## config.mk

```make
export PLATFORM = sky130hd
export DESIGN_NAME = video_timing_pattern_gen_flat
export DESIGN_NICKNAME = d
export VERILOG_FILES = /design/src/rtl/video_timing_pattern_gen_if.sv /design/src/rtl/video_timing_pattern_gen.sv /design/src/flat_wrapper.sv
export SDC_FILE = /design/constraint.sdc
export NUM_CORES = 1
export LEC_CHECK = 0
export ABC_AREA = 1
export BUFFER_PORTS_ARGS = -buffer_cell sky130_fd_sc_hd__buf_2
export CORE_AREA = 3 3 113 115
export CTS_CLUSTER_DIAMETER = 100
export DETAILED_ROUTE_END_ITERATION = 6
export DIE_AREA = 0 0 116 118
export PLACE_DENSITY_LB_ADDON = 0.3
export SLEW_MARGIN = 20
export SYNTH_ARGS = -nofsm -noshare
export SYNTH_HDL_FRONTEND = slang
export SYNTH_SLANG_ARGS = --single-unit
```

## constraint.sdc

```tcl
create_clock -name clk -period 4.47 [get_ports clk]
set_clock_uncertainty 0.15 [all_clocks]
set_input_delay 0.2235 -clock clk [delete_from_list [all_inputs] [get_ports clk]]
set_output_delay 0.2235 -clock clk [all_outputs]
set_load 0.02 [all_outputs]
```

## src/rtl/video_timing_pattern_gen_if.sv

```systemverilog
// video_timing_pattern_gen_if: pattern select inputs and timed pixel outputs of the generator
interface video_timing_pattern_gen_if #(parameter int COLOR_W = 6);
  logic ce;
  logic [2:0] mode;
  logic [COLOR_W-1:0] level;
  logic hs, vs, de, frame_start;
  logic [COLOR_W-1:0] r, g, b;
  logic [11:0] hcount, vcount;
  logic [15:0] frame_cnt;
  modport master (input ce, mode, level, output hs, vs, de, r, g, b, hcount, vcount, frame_start, frame_cnt);
  modport slave (output ce, mode, level, input hs, vs, de, r, g, b, hcount, vcount, frame_start, frame_cnt);
endinterface

```

## src/rtl/video_timing_pattern_gen.sv

```systemverilog
// video_timing_pattern_gen: raster timing with registered sync/de and selectable test patterns
module video_timing_pattern_gen #(
  parameter int H_ACTIVE = 640, H_FP = 16, H_SYNC = 96, H_BP = 48,
  parameter int V_ACTIVE = 480, V_FP = 10, V_SYNC = 2, V_BP = 33,
  parameter int HS_POL = 0, VS_POL = 0, COLOR_W = 6,
  parameter int RAMP_SHIFT = 2, SCROLL_STEP = 6, NOISE_W = 3
) (
  input logic clk,
  input logic reset_n,
  video_timing_pattern_gen_if.master vif
);
  localparam int H_TOTAL = H_ACTIVE + H_FP + H_SYNC + H_BP;
  localparam int V_TOTAL = V_ACTIVE + V_FP + V_SYNC + V_BP;
  localparam int BAR_W = H_ACTIVE / 8 > 0 ? H_ACTIVE / 8 : 1;
  localparam logic [11:0] H_LAST = 12'(H_TOTAL - 1);
  localparam logic [11:0] V_LAST = 12'(V_TOTAL - 1);
  localparam logic [11:0] BAR_LAST = 12'(BAR_W - 1);
  localparam logic HS_ON = 1'(HS_POL);
  localparam logic VS_ON = 1'(VS_POL);
  logic ce, h_end, v_end, f_end, bar_end, act, hs_on, vs_on;
  logic [11:0] hc_q, hc_d, vc_q, vc_d, bar_px_q, bar_px_d, hcount_q, hcount_d, vcount_q, vcount_d;
  logic [2:0] bar_i_q, bar_i_d, mode_q, mode_d;
  logic [COLOR_W-1:0] level_q, level_d, r_q, r_d, g_q, g_d, b_q, b_d;
  logic [COLOR_W-1:0] ramp, base, noise, grey, pix_r, pix_g, pix_b;
  logic [9:0] scroll_q, scroll_d;
  logic [13:0] vsum;
  logic [22:0] lfsr_q, lfsr_d;
  logic [15:0] frame_cnt_q, frame_cnt_d;
  logic hs_q, hs_d, vs_q, vs_d, de_q, de_d, fs_q, fs_d;
  assign ce = vif.ce;
  assign h_end = hc_q == H_LAST;
  assign v_end = vc_q == V_LAST;
  assign f_end = h_end && v_end;
  assign bar_end = bar_px_q == BAR_LAST;
  assign act = int'(hc_q) < H_ACTIVE && int'(vc_q) < V_ACTIVE;
  assign hs_on = int'(hc_q) >= H_ACTIVE + H_FP && int'(hc_q) < H_ACTIVE + H_FP + H_SYNC;
  assign vs_on = int'(vc_q) >= V_ACTIVE + V_FP && int'(vc_q) < V_ACTIVE + V_FP + V_SYNC;
  assign ramp = COLOR_W'(hc_q >> RAMP_SHIFT);
  assign vsum = {1'b0, vc_q, 1'b0} + {4'd0, scroll_q};
  assign base = COLOR_W'(vsum >> (11 - COLOR_W));
  assign noise = COLOR_W'(lfsr_q[NOISE_W-1:0]);
  assign grey = base > noise ? base - noise : '0;
  always_comb begin
    pix_r = mode_q == 3'd0 ? level_q : mode_q == 3'd1 ? ramp : mode_q == 3'd2 ? {COLOR_W{~bar_i_q[1]}} : mode_q == 3'd3 ? grey : '0;
    pix_g = mode_q == 3'd0 ? level_q : mode_q == 3'd1 ? ramp : mode_q == 3'd2 ? {COLOR_W{~bar_i_q[2]}} : mode_q == 3'd3 ? grey : '0;
    pix_b = mode_q == 3'd0 ? level_q : mode_q == 3'd1 ? ramp : mode_q == 3'd2 ? {COLOR_W{~bar_i_q[0]}} : mode_q == 3'd3 ? grey : '0;
  end
  always_comb begin
    hc_d = ce ? (h_end ? '0 : hc_q + 12'd1) : hc_q;
    vc_d = ce && h_end ? (v_end ? '0 : vc_q + 12'd1) : vc_q;
    bar_px_d = ce ? (h_end || bar_end ? '0 : bar_px_q + 12'd1) : bar_px_q;
    bar_i_d = ce ? (h_end ? '0 : bar_end && bar_i_q != 3'd7 ? bar_i_q + 3'd1 : bar_i_q) : bar_i_q;
    mode_d = ce && f_end ? vif.mode : mode_q;
    level_d = ce && f_end ? vif.level : level_q;
    scroll_d = ce && f_end ? scroll_q + 10'(SCROLL_STEP) : scroll_q;
    lfsr_d = ce ? {lfsr_q[21:0], lfsr_q[22] ^ lfsr_q[17]} : lfsr_q;
    hs_d = ce ? (hs_on ? HS_ON : ~HS_ON) : hs_q;
    vs_d = ce ? (vs_on ? VS_ON : ~VS_ON) : vs_q;
    de_d = ce ? act : de_q;
    r_d = ce ? (act ? pix_r : '0) : r_q;
    g_d = ce ? (act ? pix_g : '0) : g_q;
    b_d = ce ? (act ? pix_b : '0) : b_q;
    hcount_d = ce ? hc_q : hcount_q;
    vcount_d = ce ? vc_q : vcount_q;
    fs_d = ce && hc_q == '0 && vc_q == '0;
    frame_cnt_d = fs_d ? frame_cnt_q + 16'd1 : frame_cnt_q;
  end
  always_ff @(posedge clk or negedge reset_n) begin
    if (!reset_n) begin
      hc_q <= '0;
      vc_q <= '0;
      bar_px_q <= '0;
      bar_i_q <= '0;
      mode_q <= '0;
      level_q <= '0;
      scroll_q <= '0;
      lfsr_q <= 23'h1;
      hs_q <= ~HS_ON;
      vs_q <= ~VS_ON;
      de_q <= 1'b0;
      r_q <= '0;
      g_q <= '0;
      b_q <= '0;
      hcount_q <= '0;
      vcount_q <= '0;
      fs_q <= 1'b0;
      frame_cnt_q <= '0;
    end else begin
      hc_q <= hc_d;
      vc_q <= vc_d;
      bar_px_q <= bar_px_d;
      bar_i_q <= bar_i_d;
      mode_q <= mode_d;
      level_q <= level_d;
      scroll_q <= scroll_d;
      lfsr_q <= lfsr_d;
      hs_q <= hs_d;
      vs_q <= vs_d;
      de_q <= de_d;
      r_q <= r_d;
      g_q <= g_d;
      b_q <= b_d;
      hcount_q <= hcount_d;
      vcount_q <= vcount_d;
      fs_q <= fs_d;
      frame_cnt_q <= frame_cnt_d;
    end
  end
  assign vif.hs = hs_q;
  assign vif.vs = vs_q;
  assign vif.de = de_q;
  assign vif.r = r_q;
  assign vif.g = g_q;
  assign vif.b = b_q;
  assign vif.hcount = hcount_q;
  assign vif.vcount = vcount_q;
  assign vif.frame_start = fs_q;
  assign vif.frame_cnt = frame_cnt_q;
endmodule

```

## src/flat_wrapper.sv

```systemverilog
// flat-port wrapper written by rule: the top's interface ports become plain ports
module video_timing_pattern_gen_flat 
#(
  parameter int H_ACTIVE = 640, H_FP = 16, H_SYNC = 96, H_BP = 48,
  parameter int V_ACTIVE = 480, V_FP = 10, V_SYNC = 2, V_BP = 33,
  parameter int HS_POL = 0, VS_POL = 0, COLOR_W = 6,
  parameter int RAMP_SHIFT = 2, SCROLL_STEP = 6, NOISE_W = 3
)
  (clk, reset_n, vif_ce, vif_mode, vif_level, vif_hs, vif_vs, vif_de, vif_r, vif_g, vif_b, vif_hcount, vif_vcount, vif_frame_start, vif_frame_cnt);
  video_timing_pattern_gen_if #(.COLOR_W(COLOR_W)) vif_i ();
  input logic clk;
  input logic reset_n;
  input wire logic [$bits(vif_i.ce)-1:0] vif_ce;
  input wire logic [$bits(vif_i.mode)-1:0] vif_mode;
  input wire logic [$bits(vif_i.level)-1:0] vif_level;
  output wire logic [$bits(vif_i.hs)-1:0] vif_hs;
  output wire logic [$bits(vif_i.vs)-1:0] vif_vs;
  output wire logic [$bits(vif_i.de)-1:0] vif_de;
  output wire logic [$bits(vif_i.r)-1:0] vif_r;
  output wire logic [$bits(vif_i.g)-1:0] vif_g;
  output wire logic [$bits(vif_i.b)-1:0] vif_b;
  output wire logic [$bits(vif_i.hcount)-1:0] vif_hcount;
  output wire logic [$bits(vif_i.vcount)-1:0] vif_vcount;
  output wire logic [$bits(vif_i.frame_start)-1:0] vif_frame_start;
  output wire logic [$bits(vif_i.frame_cnt)-1:0] vif_frame_cnt;
  assign vif_i.ce = vif_ce;
  assign vif_i.mode = vif_mode;
  assign vif_i.level = vif_level;
  assign vif_hs = vif_i.hs;
  assign vif_vs = vif_i.vs;
  assign vif_de = vif_i.de;
  assign vif_r = vif_i.r;
  assign vif_g = vif_i.g;
  assign vif_b = vif_i.b;
  assign vif_hcount = vif_i.hcount;
  assign vif_vcount = vif_i.vcount;
  assign vif_frame_start = vif_i.frame_start;
  assign vif_frame_cnt = vif_i.frame_cnt;
  video_timing_pattern_gen #(.H_ACTIVE(H_ACTIVE), .H_FP(H_FP), .H_SYNC(H_SYNC), .H_BP(H_BP), .V_ACTIVE(V_ACTIVE), .V_FP(V_FP), .V_SYNC(V_SYNC), .V_BP(V_BP), .HS_POL(HS_POL), .VS_POL(VS_POL), .COLOR_W(COLOR_W), .RAMP_SHIFT(RAMP_SHIFT), .SCROLL_STEP(SCROLL_STEP), .NOISE_W(NOISE_W)) u_core (.clk(clk), .reset_n(reset_n), .vif(vif_i));
endmodule
```

Word level (Yosys, flattened, before mapping)
Index checks and enable logic that the tools add are counted.

Bits in registers: 143. Input port bits: 12.

Add/sub/neg operators: 8. Order comparisons: 7. Eq/ne operators: 7. Mux-type cells: 21. Bitwise logic cells: 4. Reduce and logical (&&, ||, !) cells: 15.

Operator list (number): $mux W6 (14); $add A12 B1 Y12 const B (3); $mux W12 (3); $eq A12 B10 Y1 const B (2); $logic_not A12 Y1 (2); $lt A12 B10 Y1 const B (2); $lt A12 B9 Y1 const B (2); $add A16 B1 Y16 const B (1); $eq A12 B7 Y1 const B (1); $ge A12 B10 Y1 const B (1); $ge A12 B9 Y1 const B (1); $add A11 B10 Y11 (1); $add A10 B3 Y10 const B (1); $logic_and A1 B1 Y1 (9); $eq A3 B2 Y1 const B (2); $gt A6 B3 Y1 (1); $mux W3 (2); $sub A6 B3 Y6 (1); $add A3 B1 Y3 const B (1); $eq A3 B1 Y1 const B (1); $logic_not A3 Y1 (1); $ne A3 B3 Y1 const B (1); $not A1 Y1 (3); $mux W1 (2); 4 further kinds (4).

Logic depth before layout (Yosys ltp)
Depth after elaboration: 8. Mapped depth: 24. Gate-level depth less buffers: 24.

Least setup slack after synthesis
Ideal clock, no wire load.

Path kind: register to register. From: register u_core.vc_q[4]. To: register u_core.g_q[2], in the netlist u_core.vif.g[2]. Library setup time: 0.066 ns. Arrival time: 2.764 ns. Data required time: 4.254 ns. Path slack: 1.490 ns. Stages on the path, launching flop included: 21. Path buffers: 0. Period minus slack after synthesis: 2.980 ns. Cell sequence: dfrtp_1 ha_1 nand2_1 inv_1 nand2_1 nand2_1 xor2_1 inv_1 fa_1 or2_2 nand2_1 nand2_1 inv_1 nor2_1 nand3_1 nand2_1 o21ai_1 nand2_1 nand2_1 nand2_1 nand2_1.

Word-level cells in the longest chain between the ends: 8. Elaborated cells on any way between the ends: 11.

RTL lines: start: declaration (line video_timing_pattern_gen.sv:21) `logic [11:0] hc_q, hc_d, vc_q, vc_d, bar_px_q, bar_px_d, hcount_q, hcount_d, vcount_q, vcount_d;`; start signal: assignment (line video_timing_pattern_gen.sv:90) `vc_q <= vc_d;`; $add A11 B10 Y11 (line video_timing_pattern_gen.sv:39) `assign vsum = {1'b0, vc_q, 1'b0} + {4'd0, scroll_q};`; $sub A6 B3 Y6 / $gt A6 B3 Y1 (equally long branches) (line video_timing_pattern_gen.sv:42) `assign grey = base > noise ? base - noise : '0;`; $mux W6 (line video_timing_pattern_gen.sv:42); $mux W6 (4 in series) (line video_timing_pattern_gen.sv:45) `pix_g = mode_q == 3'd0 ? level_q : mode_q == 3'd1 ? ramp : mode_q == 3'd2 ? {COLOR_W{~bar_i_q[2]}} : mode_q == ...`; $mux W6 * (line video_timing_pattern_gen.sv:61) `g_d = ce ? (act ? pix_g : '0) : g_q;`; end signal: assignment (line video_timing_pattern_gen.sv:101) `g_q <= g_d;`; end: declaration (line video_timing_pattern_gen.sv:23) `logic [COLOR_W-1:0] level_q, level_d, r_q, r_d, g_q, g_d, b_q, b_d;`.

Mark *: on every way between the ends. The rest lies on a longest branch, timed or not. A chain may end at the register's enable or synchronous reset.

Final worst setup path
From: register u_core.vc_q[4]. To: register u_core.r_q[2], in the netlist u_core.vif.r[2].

Word-level cells in the longest chain between the ends: 8. Elaborated cells on any way between the ends: 11.

RTL lines: $add A11 B10 Y11 (line video_timing_pattern_gen.sv:39); $sub A6 B3 Y6 / $gt A6 B3 Y1 (equally long branches) (line video_timing_pattern_gen.sv:42); $mux W6 (line video_timing_pattern_gen.sv:42); $mux W6 (4 in series) (line video_timing_pattern_gen.sv:44) `pix_r = mode_q == 3'd0 ? level_q : mode_q == 3'd1 ? ramp : mode_q == 3'd2 ? {COLOR_W{~bar_i_q[1]}} : mode_q == ...`; $mux W6 * (line video_timing_pattern_gen.sv:60) `r_d = ce ? (act ? pix_r : '0) : r_q;`; end signal: assignment (line video_timing_pattern_gen.sv:100) `r_q <= r_d;`; end: declaration (line video_timing_pattern_gen.sv:23).

Marks and branches as above.

==> flow_summary.json <==
{
  "arrival_ps": 3600,
  "final-hold-violation-count": 0,
  "fmax_ghz": 0.294,
  "avgViaCountPerCell": 5.36,
  "cap_violations": 0,
  "startpoint_type": "flop",
  "cp_cell_sequence": "ha_1, nand2_1, inv_1, nand2_1, nand2_1, xor2_1, inv_1, fa_1, or2_2, nand2_1, nand2_1, inv_1, nor2_1, nand3_1, nand2_1, o21ai_1, nand2_1, nand2_1, nand2_1, nand2_1",
  "cts_tree": "built",
  "worstMarginPinSlew_ps": 929,
  "grt_pass1_wl_mm": 26.7,
  "slew_viol_final": 0,
  "cpMostUsedCell": "nand2_1",
  "area_delta_synth_final_pct": 16.0,
  "dpl.hpwl_mm": 11.2,
  "worst_slack_ps": 1070,
  "final_util_pct": 69.1,
  "r2r_cells": 20,
  "max_stage_delay_ps": 450,
  "min-delay-start": "vif_ce",
  "r2r_end": "u_core.vif.r[2]",
  "ioPinCount": 74,
  "rsz0062_at_grt": "no",
  "ys_seq_area_share_pct": 50.1,
  "rr_startpoint": "u_core.vc_q[4]",
  "grt_max_degree": 108,
  "place.gp.congestion": 0.894,
  "power_density_nw_per_um2": 390,
  "critPathRequiredTime_ps": 4670,
  "slowest_stage": "dfrtp_1",
  "clkLatencyLatePin_ps": 420,
  "dr.pass1.iters": 5,
  "cts-htree-levels": 4,
  "drc": 0,
  "syn-cell-area_um2": 7100,
  "muxShareOfSynthArea_pct": 0.141,
  "finalSetupViolCount": 0,
  "outcome": "finished clean",
  "reg2reg_slack_ps": 1070,
  "dpl_cell_area_um2": 7600,
  "critPathKind": "reg -> reg",
  "antenna_cells": 0,
  "synth_xor_area_share_pct": 4.81,
  "syn_nets": 889,
  "period_share_pct": 76.1,
  "cp_max_fo": 6,
  "crit_family": "simple AND/OR/NAND/NOR gates",
  "numPortBuffers": 73,
  "hp-class": "in -> reg",
  "place_inst": 1061,
  "fin_crit_ps": 3400,
  "ant_nets": 0,
  "holdPathEnd": "u_core.vif.vcount[2]",
  "critPathCaptureType": "flop",
  "start_util_pct": 59.6,
  "ys_types": 44,
  "antenna_found_initial": 0,
  "p_leak_uw": 0.00446,
  "grt_pass1_vias": 5498,
  "yosys.area_share.simple_pct": 26.9,
  "drt_iter0_markers": 564,
  "ys_ff_latch": 142,
  "clk_pin_slew_worst_paths_ps": 60,
  "synth-async-reset-ratio_pct": 100,
  "fp.dieW_um": 116,
  "fp-row-count": 40,
  "maxSlewHeadroom_pct": 38.0,
  "min_path_cells": 4,
  "peakVddDrop_mv": 0.282,
  "setup_tns_ps": 0,
  "clockRootBuffer": "clkbuf_16",
  "synth_adder_area_share_pct": 3.81,
  "grt_remaining_overflow": 0,
  "synth_top_family_by_area": "simple AND/OR/NAND/NOR gates",
  "synth_edf_count": 0,
  "track_usage_pct": 24.7,
  "post-cts-setup-buffers": 0,
  "synth_cells": 856,
  "avgSynthCellArea_um2": 8.29,
  "num_vias": 5895,
  "core_um2": 11900,
  "ys_warn_count": 0,
  "wl_per_cell_um": 14.5,
  "design.die.area_um2": 13700,
  "cts_sinks": 142,
  "fin_nets": 976,
  "synth_compound_area_share_pct": 7.65,
  "clockBufferDepth": 2,
  "die_h_um": 118,
  "cts_buffers": 17,
  "synthFlopType": "dfrtp_1",
  "place_ws_ps": 1130,
  "layout.cells.non_filler": 1100,
  "design_area_um2": 8230,
  "path_buf_inv": 3,
  "wirelength_mm": 15.9,
  "drive_gt1_share_pct": 14.9
}
==> state kept, by name (all words and copies together), names as in the netlist <==
| signal | count |
|---|---|
| u_core.bar_i_q | 3 |
| u_core.bar_px_q | 12 |
| u_core.hc_q | 12 |
| u_core.level_q | 6 |
| u_core.lfsr_q | 23 |
| u_core.mode_q | 3 |
| u_core.scroll_q | 9 |
| u_core.vc_q | 12 |
| u_core.vif.b | 6 |
| u_core.vif.de | 1 |
| u_core.vif.frame_cnt | 16 |
| u_core.vif.frame_start | 1 |
| u_core.vif.g | 6 |
| u_core.vif.hcount | 12 |
| u_core.vif.hs | 1 |
| u_core.vif.r | 6 |
| u_core.vif.vcount | 12 |
| u_core.vif.vs | 1 |
==> worst max-delay path by stage <==
stage,endpoint,start,depth (start not counted)
after floorplan,u_core.vif.g[2],u_core.vc_q[4],20
after global placement,u_core.vif.b[1],u_core.vc_q[4],20
after detailed placement,u_core.vif.g[2],u_core.vc_q[4],20
after CTS,u_core.vif.r[2],u_core.vc_q[4],20
after global routing,u_core.vif.r[2],u_core.vc_q[4],20
final,u_core.vif.r[2],u_core.vc_q[4],20
==> area by class of cell <==
type                       instances  area [µm²]
clock buffer                      22         464
inverter                         104         392
fill                             980        3680
timing repair buffer              86         494
sequential                       142        3560
clock inverter                     7        66.3
multi-input combinational        592        3070
tap                              147         184
==> stage by stage <==
step	hold slack [ps]	power [µW]
CTS	31.9	3230
global route	75.8	3360
global placement	266	1930
finish	67.9	3210
floorplan	-222	1800
detailed placement	269	1940
==> power breakdown <==
group / internal (µW) / total [µW] / leakage [µW] / switching (µW)
sequential: 1400 / 1490 / 0.00179 / 89.4
clock: 780 / 1280 / 0.000261 / 498
combinational: 151 / 440 / 0.00241 / 289
==> tightest hold or removal path: stages <==
cell	delay [ps]
buf_2	130
nand2_1	80
inv_1	100
nor2_1	50
==> cell usage after synthesis (all sizes together), types with 5 or more instances <==
cell	number	area share, %
xor2	25	3.1
nor2	56	3.5
nand3	36	2.8
a21oi	21	1.5
dfrtp	139	49
inv	101	5.3
o22ai	6	0.53
buf	7	0.44
ha	20	3.5
o21ai	65	4.6
nor3	27	2.3
clkbuf	11	0.58
nand4	17	1.9
nand2	283	15
nor4	5	0.65
xnor2	14	1.7
==> per-layer routing <==
| metal | vias to the layer above | routed length, µm | GRT usage (%) | share of wire [%] |
|---|---|---|---|---|
| met4 | 0 | 302 | 9.64 | 1.9 |
| met1 | 2779 | 7240 | 35.0 | 45 |
| met5 | - | 0 | 0 | 0 |
| met3 | 26 | 858 | 4.83 | 5.4 |
| met2 | 183 | 7510 | 37.6 | 47 |
| li1 | 2907 | - | - | - |
==> cells in the final DEF, fill, tap and decap left out, types with 4 or more instances in the layout <==
master / count
o21ai_1: 5
nand4_1: 14
inv_2: 9
xor2_1: 25
clkinv_2: 5
clkbuf_16: 17
a21oi_1: 21
xnor2_1: 14
buf_2: 72
nor3_1: 22
nor2_4: 4
dfrtp_1: 139
nor3_2: 4
nor2_1: 49
nor4_1: 4
ha_1: 20
o22ai_1: 6
nand2_2: 6
o21ai_0: 60
inv_1: 92
dlygate4sd3_1: 10
nand3_1: 33
nand2_1: 277
==> kinds of logic (layout without fill, tap and decap cells) <==
family | count (synthesis) | count (layout)
buffers and inverters | 122 | 219
XOR/XNOR | 39 | 39
multiplexers | 1 | 1
AO/OA/AOI/OAI | 102 | 102
adder cells (fa/ha/maj) | 21 | 21
AND/OR/NAND/NOR | 429 | 429
flip-flops | 142 | 142
==> what timing repair did <==
action | 4_1_cts | 5_1_grt
hold endpoints to repair | 113 | 0
hold buffers | 10 | 0
gates resized for setup | 0 | 0
Note: power is estimated with default switching activity, not from simulation.
